## src/rtl/unidade_controle_sinfonia.sv

```systemverilog
// rtl/unidade_controle_sinfonia.sv - Sinfonia do Espectro control unit FSM
// Sequences intro scroll, song select, note playback, player input, scoring and game end.
module unidade_controle_sinfonia #(
  parameter int PASSOS_MSG = 18,
  parameter int MAX_ERROS  = 15
) (
  input  logic       clock,
  input  logic       reset,
  input  logic       iniciar,
  input  logic       nivel_in,
  input  logic       fimL,
  input  logic       enderecoIgualLimite,
  input  logic       botoesIgualMemoria,
  input  logic       tem_jogada,
  input  logic       timeout,
  input  logic       muda_nota,
  input  logic       timeout_contador_msg,
  output logic       zera_registrador_botoes,
  output logic       enable_registrador_botoes,
  output logic       enable_contador_rodada,
  output logic       zera_contador_rodada,
  output logic       enable_contador_jogada,
  output logic       zera_contador_jogada,
  output logic       zera_timer_msg,
  output logic       enable_timer_msg,
  output logic       zera_contador_msg,
  output logic       enable_contador_msg,
  output logic       enable_registrador_musica,
  output logic       zeraT,
  output logic       contaT,
  output logic       zera_timeout_buzzer,
  output logic       conta_timeout_buzzer,
  output logic       mostraJ,
  output logic       mostraB,
  output logic       contaErro,
  output logic       zeraErro,
  output logic       zeraPontos,
  output logic       regPontos,
  output logic       sel_memoria_arduino,
  output logic       activateArduino,
  output logic       calcular,
  output logic       nivel,
  output logic [1:0] contagem_display,
  output logic       pronto,
  output logic [3:0] db_estado
);

  typedef enum logic [3:0] {
    INICIAL        = 4'd0,
    MENSAGEM       = 4'd1,
    ESCOLHE_MUSICA = 4'd2,
    PREPARA        = 4'd3,
    ESPERA_NOTA    = 4'd4,
    MOSTRA_NOTA    = 4'd5,
    PROXIMA_NOTA   = 4'd6,
    INICIO_JOGADA  = 4'd7,
    ESPERA_JOGADA  = 4'd8,
    REGISTRA       = 4'd9,
    COMPARA        = 4'd10,
    PROXIMA_JOGADA = 4'd11,
    ERRO           = 4'd12,
    FIM_RODADA     = 4'd13,
    PROXIMA_RODADA = 4'd14,
    FIM_JOGO       = 4'd15
  } state_t;

  localparam logic [7:0] PASSOS_W = 8'(PASSOS_MSG);
  localparam logic [7:0] MAX_W    = 8'(MAX_ERROS);

  state_t     state, next;
  logic [7:0] step;
  logic [7:0] erros;
  logic [7:0] erros_inc;

  assign erros_inc = (erros == 8'hFF) ? erros : erros + 8'd1;
  assign db_estado = state;

  always_ff @(posedge clock or posedge reset) begin
    if (reset) begin
      state            <= INICIAL;
      step             <= 8'd0;
      erros            <= 8'd0;
      nivel            <= 1'b0;
      contagem_display <= 2'd0;
    end else begin
      state            <= next;
      contagem_display <= contagem_display + 2'd1;
      if (state == INICIAL && iniciar) begin
        nivel <= nivel_in;
        step  <= 8'd0;
        erros <= 8'd0;
      end
      if (state == MENSAGEM && timeout_contador_msg)
        step <= step + 8'd1;
      if (state == ERRO)
        erros <= erros_inc;
    end
  end

  always_comb begin
    next                      = state;
    zera_registrador_botoes   = 1'b0;
    enable_registrador_botoes = 1'b0;
    enable_contador_rodada    = 1'b0;
    zera_contador_rodada      = 1'b0;
    enable_contador_jogada    = 1'b0;
    zera_contador_jogada      = 1'b0;
    zera_timer_msg            = 1'b0;
    enable_timer_msg          = 1'b0;
    zera_contador_msg         = 1'b0;
    enable_contador_msg       = 1'b0;
    enable_registrador_musica = 1'b0;
    zeraT                     = 1'b0;
    contaT                    = 1'b0;
    zera_timeout_buzzer       = 1'b0;
    conta_timeout_buzzer      = 1'b0;
    mostraJ                   = 1'b0;
    mostraB                   = 1'b0;
    contaErro                 = 1'b0;
    zeraErro                  = 1'b0;
    zeraPontos                = 1'b0;
    regPontos                 = 1'b0;
    sel_memoria_arduino       = 1'b0;
    activateArduino           = 1'b0;
    calcular                  = 1'b0;
    pronto                    = 1'b0;
    case (state)
      INICIAL: begin
        if (iniciar) begin
          zera_timer_msg    = 1'b1;
          zera_contador_msg = 1'b1;
          next              = MENSAGEM;
        end
      end
      MENSAGEM: begin
        enable_timer_msg = 1'b1;
        // Leave on the same edge that makes the step count reach its target
        if (step >= PASSOS_W) begin
          next = ESCOLHE_MUSICA;
        end else if (timeout_contador_msg) begin
          enable_contador_msg = 1'b1;
          if (step + 8'd1 >= PASSOS_W) next = ESCOLHE_MUSICA;
        end
      end
      ESCOLHE_MUSICA: begin
        mostraB = 1'b1;
        if (tem_jogada) begin
          enable_registrador_musica = 1'b1;
          next                      = PREPARA;
        end
      end
      PREPARA: begin
        zera_contador_rodada    = 1'b1;
        zera_contador_jogada    = 1'b1;
        zeraErro                = 1'b1;
        zeraPontos              = 1'b1;
        zera_registrador_botoes = 1'b1;
        zera_timeout_buzzer     = 1'b1;
        zeraT                   = 1'b1;
        next                    = ESPERA_NOTA;
      end
      ESPERA_NOTA: begin
        zera_timeout_buzzer = 1'b1;
        next                = MOSTRA_NOTA;
      end
      MOSTRA_NOTA: begin
        mostraJ              = 1'b1;
        sel_memoria_arduino  = 1'b1;
        activateArduino      = 1'b1;
        conta_timeout_buzzer = 1'b1;
        if (muda_nota) next = PROXIMA_NOTA;
      end
      PROXIMA_NOTA: begin
        if (enderecoIgualLimite) begin
          next = INICIO_JOGADA;
        end else begin
          enable_contador_jogada = 1'b1;
          next                   = ESPERA_NOTA;
        end
      end
      INICIO_JOGADA: begin
        zera_contador_jogada    = 1'b1;
        zeraT                   = 1'b1;
        zera_registrador_botoes = 1'b1;
        next                    = ESPERA_JOGADA;
      end
      ESPERA_JOGADA: begin
        contaT          = 1'b1;
        mostraB         = 1'b1;
        activateArduino = 1'b1;
        if (tem_jogada)   next = REGISTRA;
        else if (timeout) next = ERRO;
      end
      REGISTRA: begin
        enable_registrador_botoes = 1'b1;
        next                      = COMPARA;
      end
      COMPARA: begin
        if (!botoesIgualMemoria)      next = ERRO;
        else if (enderecoIgualLimite) next = FIM_RODADA;
        else                          next = PROXIMA_JOGADA;
      end
      PROXIMA_JOGADA: begin
        enable_contador_jogada = 1'b1;
        zeraT                  = 1'b1;
        next                   = ESPERA_JOGADA;
      end
      ERRO: begin
        contaErro = 1'b1;
        zeraT     = 1'b1;
        next      = (erros_inc >= MAX_W) ? FIM_JOGO : ESPERA_JOGADA;
      end
      FIM_RODADA: begin
        calcular  = 1'b1;
        regPontos = 1'b1;
        next      = fimL ? FIM_JOGO : PROXIMA_RODADA;
      end
      PROXIMA_RODADA: begin
        enable_contador_rodada = 1'b1;
        zera_contador_jogada   = 1'b1;
        zeraErro               = 1'b1;
        next                   = ESPERA_NOTA;
      end
      FIM_JOGO: begin
        pronto = 1'b1;
        if (iniciar) next = INICIAL;
      end
      default: next = INICIAL;
    endcase
  end

endmodule

```

## config.mk

```make
export PLATFORM = sky130hd
export DESIGN_NAME = unidade_controle_sinfonia
export DESIGN_NICKNAME = d
export VERILOG_FILES = /design/src/rtl/unidade_controle_sinfonia.sv
export SDC_FILE = /design/constraint.sdc
export NUM_CORES = 1
export LEC_CHECK = 0
export BUFFER_PORTS_ARGS = -buffer_cell sky130_fd_sc_hd__buf_2
export CAP_MARGIN = 20
export CORE_ASPECT_RATIO = 0.75
export CORE_MARGIN = 10
export CORE_UTILIZATION = 48
export DETAILED_ROUTE_END_ITERATION = 8
export PLACE_DENSITY = 0.8
export RECOVER_POWER = 50
export SLEW_MARGIN = 20
export SYNTH_ARGS = -nofsm -noshare
export SYNTH_HDL_FRONTEND = slang
export SYNTH_SLANG_ARGS = --single-unit
```

## constraint.sdc

```tcl
create_clock -name clock -period 3.59 [get_ports clock]
set_clock_uncertainty 0.1 [all_clocks]
set_input_delay 0.1795 -clock clock [delete_from_list [all_inputs] [get_ports clock]]
set_output_delay 0.1795 -clock clock [all_outputs]
set_load 0.05 [all_outputs]
```

==> run_results.csv <==
group,metric,value,unit
final_layout,drive_above_1_share,19.8,%
clock_tree,cts_buffers,3,
drt,dr.pass1.iters,4,
global_routing,antenna_found_initial,0,
power,p_total,1.79,mW
sta,max_freq,0.394,GHz
clock_tree,clk_pin_slew,80,ps
sta,tightest_slew,893,ps
yosys,synthMuxAreaShare,3.67,%
sta,finalSetupTns,0,ps
final_layout,fin_nets,263,
critical_path,start_kind,"register",
clock_tree,cts_resized,0,
critical_path,max_stage_delay,730,ps
die,die_h,72.6,um
die,die_area,6550,um2
drt,drc,0,
yosys,synthAdderAreaFrac,2.82,%
sta,slew_viol_final,0,
critical_path,crit_slowest_cell,"dfrtp_1",
die,fp.dieW,90.2,um
sta,hold_violations,23,
min_path,hold_path.class,"input port to async pin",
final_layout,layout_common_cells,"buf_2, nand2_1, dfrtp_1, nor2_1, o21ai_0",
global_routing,grt_pass1_wl,7400,um
yosys,synth-seq-cells,23,
critical_path,cp_max_fo,19,
sta,period_minus_slack,2540,ps
job,maxCapViolCount,0,
clock_tree,post_cts_buffers,0,
place,dpl-instance-area,1940,um2
yosys,synth-main-ff-cell,"dfrtp_1",
yosys,synth_edf_count,0,
critical_path,cp.arrival,2600,ps
sta,whs,-8.09,ps
drt,vias_per_cell,5.60,
drt,ant_nets,0,
sta,rsz0062_at_grt,"no",
clock_tree,insertion_delay,270,ps
final_layout,layout_commonest_cell,"buf_2",
yosys,synth_fp_nets,235,
power,power.density,912,nW/um2
yosys,synth-xor-area-share,2.47,%
sta,setup_slack,1050,ps
global_routing,grt_max_degree,24,
yosys,synth_top_family_by_area,"simple AND/OR/NAND/NOR gates",
drt,via_count,1675,
yosys,ys_seq_area_share,32.5,%
critical_path,required,3650,ps
final_layout,area_delta_synth_final,10.9,%
drt,post_drt_wl_per_cell,14.4,um
global_routing,overflow,0,
critical_path,end_kind,"register",
clock_tree,root_buffer,"clkbuf_8",
yosys,syn_avg_cell_area,8.06,um2
yosys,synth_cell_type_count,55,
global_routing,grt_util_all_layers,13.1,%
drt,drt_iter0_drc,107,
final_layout,stdcell_area,1970,um2
die,initial_core_util,49.1,%
clock_tree,clockBufferDepth,2,
yosys,synth_simple_gate_area_share,28.4,%
yosys,yosysWarnings,0,
clock_tree,cts.sinks,23,
die,core-area,3610,um2
place,hpwl,3250,um
die,rows,19,
clock_tree,htreeDepth,1,
power,ir_drop,466,uV
sta,finalSetupViolCount,0,
clock_tree,cts_tree,"built",
place,gp_congestion,0.872,
critical_path,worstSetupPathType,"register to register",
place,preCtsSetupSlack,1120,ps
place,io_buffers,42,
sta,slew_headroom,40.4,%
yosys,synthCells,220,
run_status,status,"finished, violations left",
power,leakage,0.920,nW
clock_tree,hold_buffers,0,
die,io_pins,43,
final_layout,antenna_cells,0,
yosys,netlist_area,1770,um2
critical_path,path_cells,"nor2_4 > nand3_1 > inv_1 > nand2_1 > o32a_2 > or4b_1 > mux2_2",
yosys,async_flop_share,100,%
yosys,synth_compound_area_share,21.1,%
drt,wl,4320,um
run_status,violations,"negative hold slack",
sta,finalCritPeriodShare,70.7,%
global_routing,grt_pass1_vias,1510,
-- cell families (layout without fill, tap and decap cells) --
group                      Yosys count  count (layout)
AOI/OAI and AO/OA                   56              56
DFF                                 23              23
xor gates and xnor gates             5               5
buffers and inverters               32              59
and+or+nand+nor                     94              94
muxes                                6               6
adders and majority gates            4               4
-- registers in the layout, summed over array words and instances (netlist names) --
register,flops
erros,8
step,8
db_estado,4
contagem_display,2
nivel,1
-- worst max-delay path, delay by kind of cell, from the launching register on --
family	cells	cell delay, ps
DFF	1	730
and+or+nand+nor	4	920
muxes	1	260
AOI/OAI and AO/OA	1	160
buffers and inverters	1	240
-- synthesized netlist by cell type (3+ instances only) --
library cell  number  area share [%]
a32oi_1            3             1.5
and3_1             6             2.1
a31oi_1            6             2.1
dfrtp_1           23              32
o21ai_0           14             4.0
xor2_1             3             1.5
clkbuf_1           4            0.85
ha_1               4             2.8
nor2_1            21             4.4
nand3_1            8             2.3
nor2b_1            4             1.4
buf_4              6             2.5
nand2_1           23             4.9
nand2b_1           3             1.1
o41ai_1            3             1.5
nor3_1             6             1.7
buf_2              4             1.1
nand4_1            3             1.1
a21oi_1           11             3.1
inv_1             13             2.8
and2_1             3             1.1
mux2_2             3             1.9
-- metrics by stage --
step / std cells / utilization, %
after floorplan: 220 / -
after global placement: 295 / 53.6
after detailed placement: 295 / 53.6
after CTS: 299 / 54.9
after global routing: 299 / 54.4
final: 299 / 54.4
-- worst paths after layout --
check | slack (ps) | depth (start not counted) | to | start
setup / recovery | 1050 | 7 | db_estado[2] | db_estado[1]
hold / removal | -8 | 2 | erros[2] | reset
setup reg to reg | 1050 | 7 | db_estado[2] | db_estado[1]
hold reg to reg | 360 | 1 | contagem_display[0] | contagem_display[0]
max in group asynchronous | 2850 | 2 | db_estado[3] | reset
min in group clock | 50 | 2 | nivel | nivel_in
-- report_power, final --
part	leakage, nW	total (mW)	internal, mW	switching, mW
Combinational	0.594	1.09	0.336	0.749
Sequential	0.300	0.543	0.332	0.211
Clock	0.0255	0.164	0.0776	0.0865
-- metal layers --
layer,up-vias,global-route usage [%],share of wire [%]
met1,795,17.2,46
met4,0,2.11,0.44
met3,2,2.77,3.9
met2,37,22.1,50
met5,-,0,0
li1,841,-,-
-- final cells by class --
cell class                      instances  area [um2]
Clock buffer                            3        41.3
Clock inverter                          1        5.00
Fill cell                             378        1650
Inverter                               13        48.8
Multi-Input combinational cell        165        1030
Sequential cell                        23         576
Tap cell                               52        65.1
Timing Repair Buffer                   42         198
Note: power is estimated with default switching activity, not from simulation.
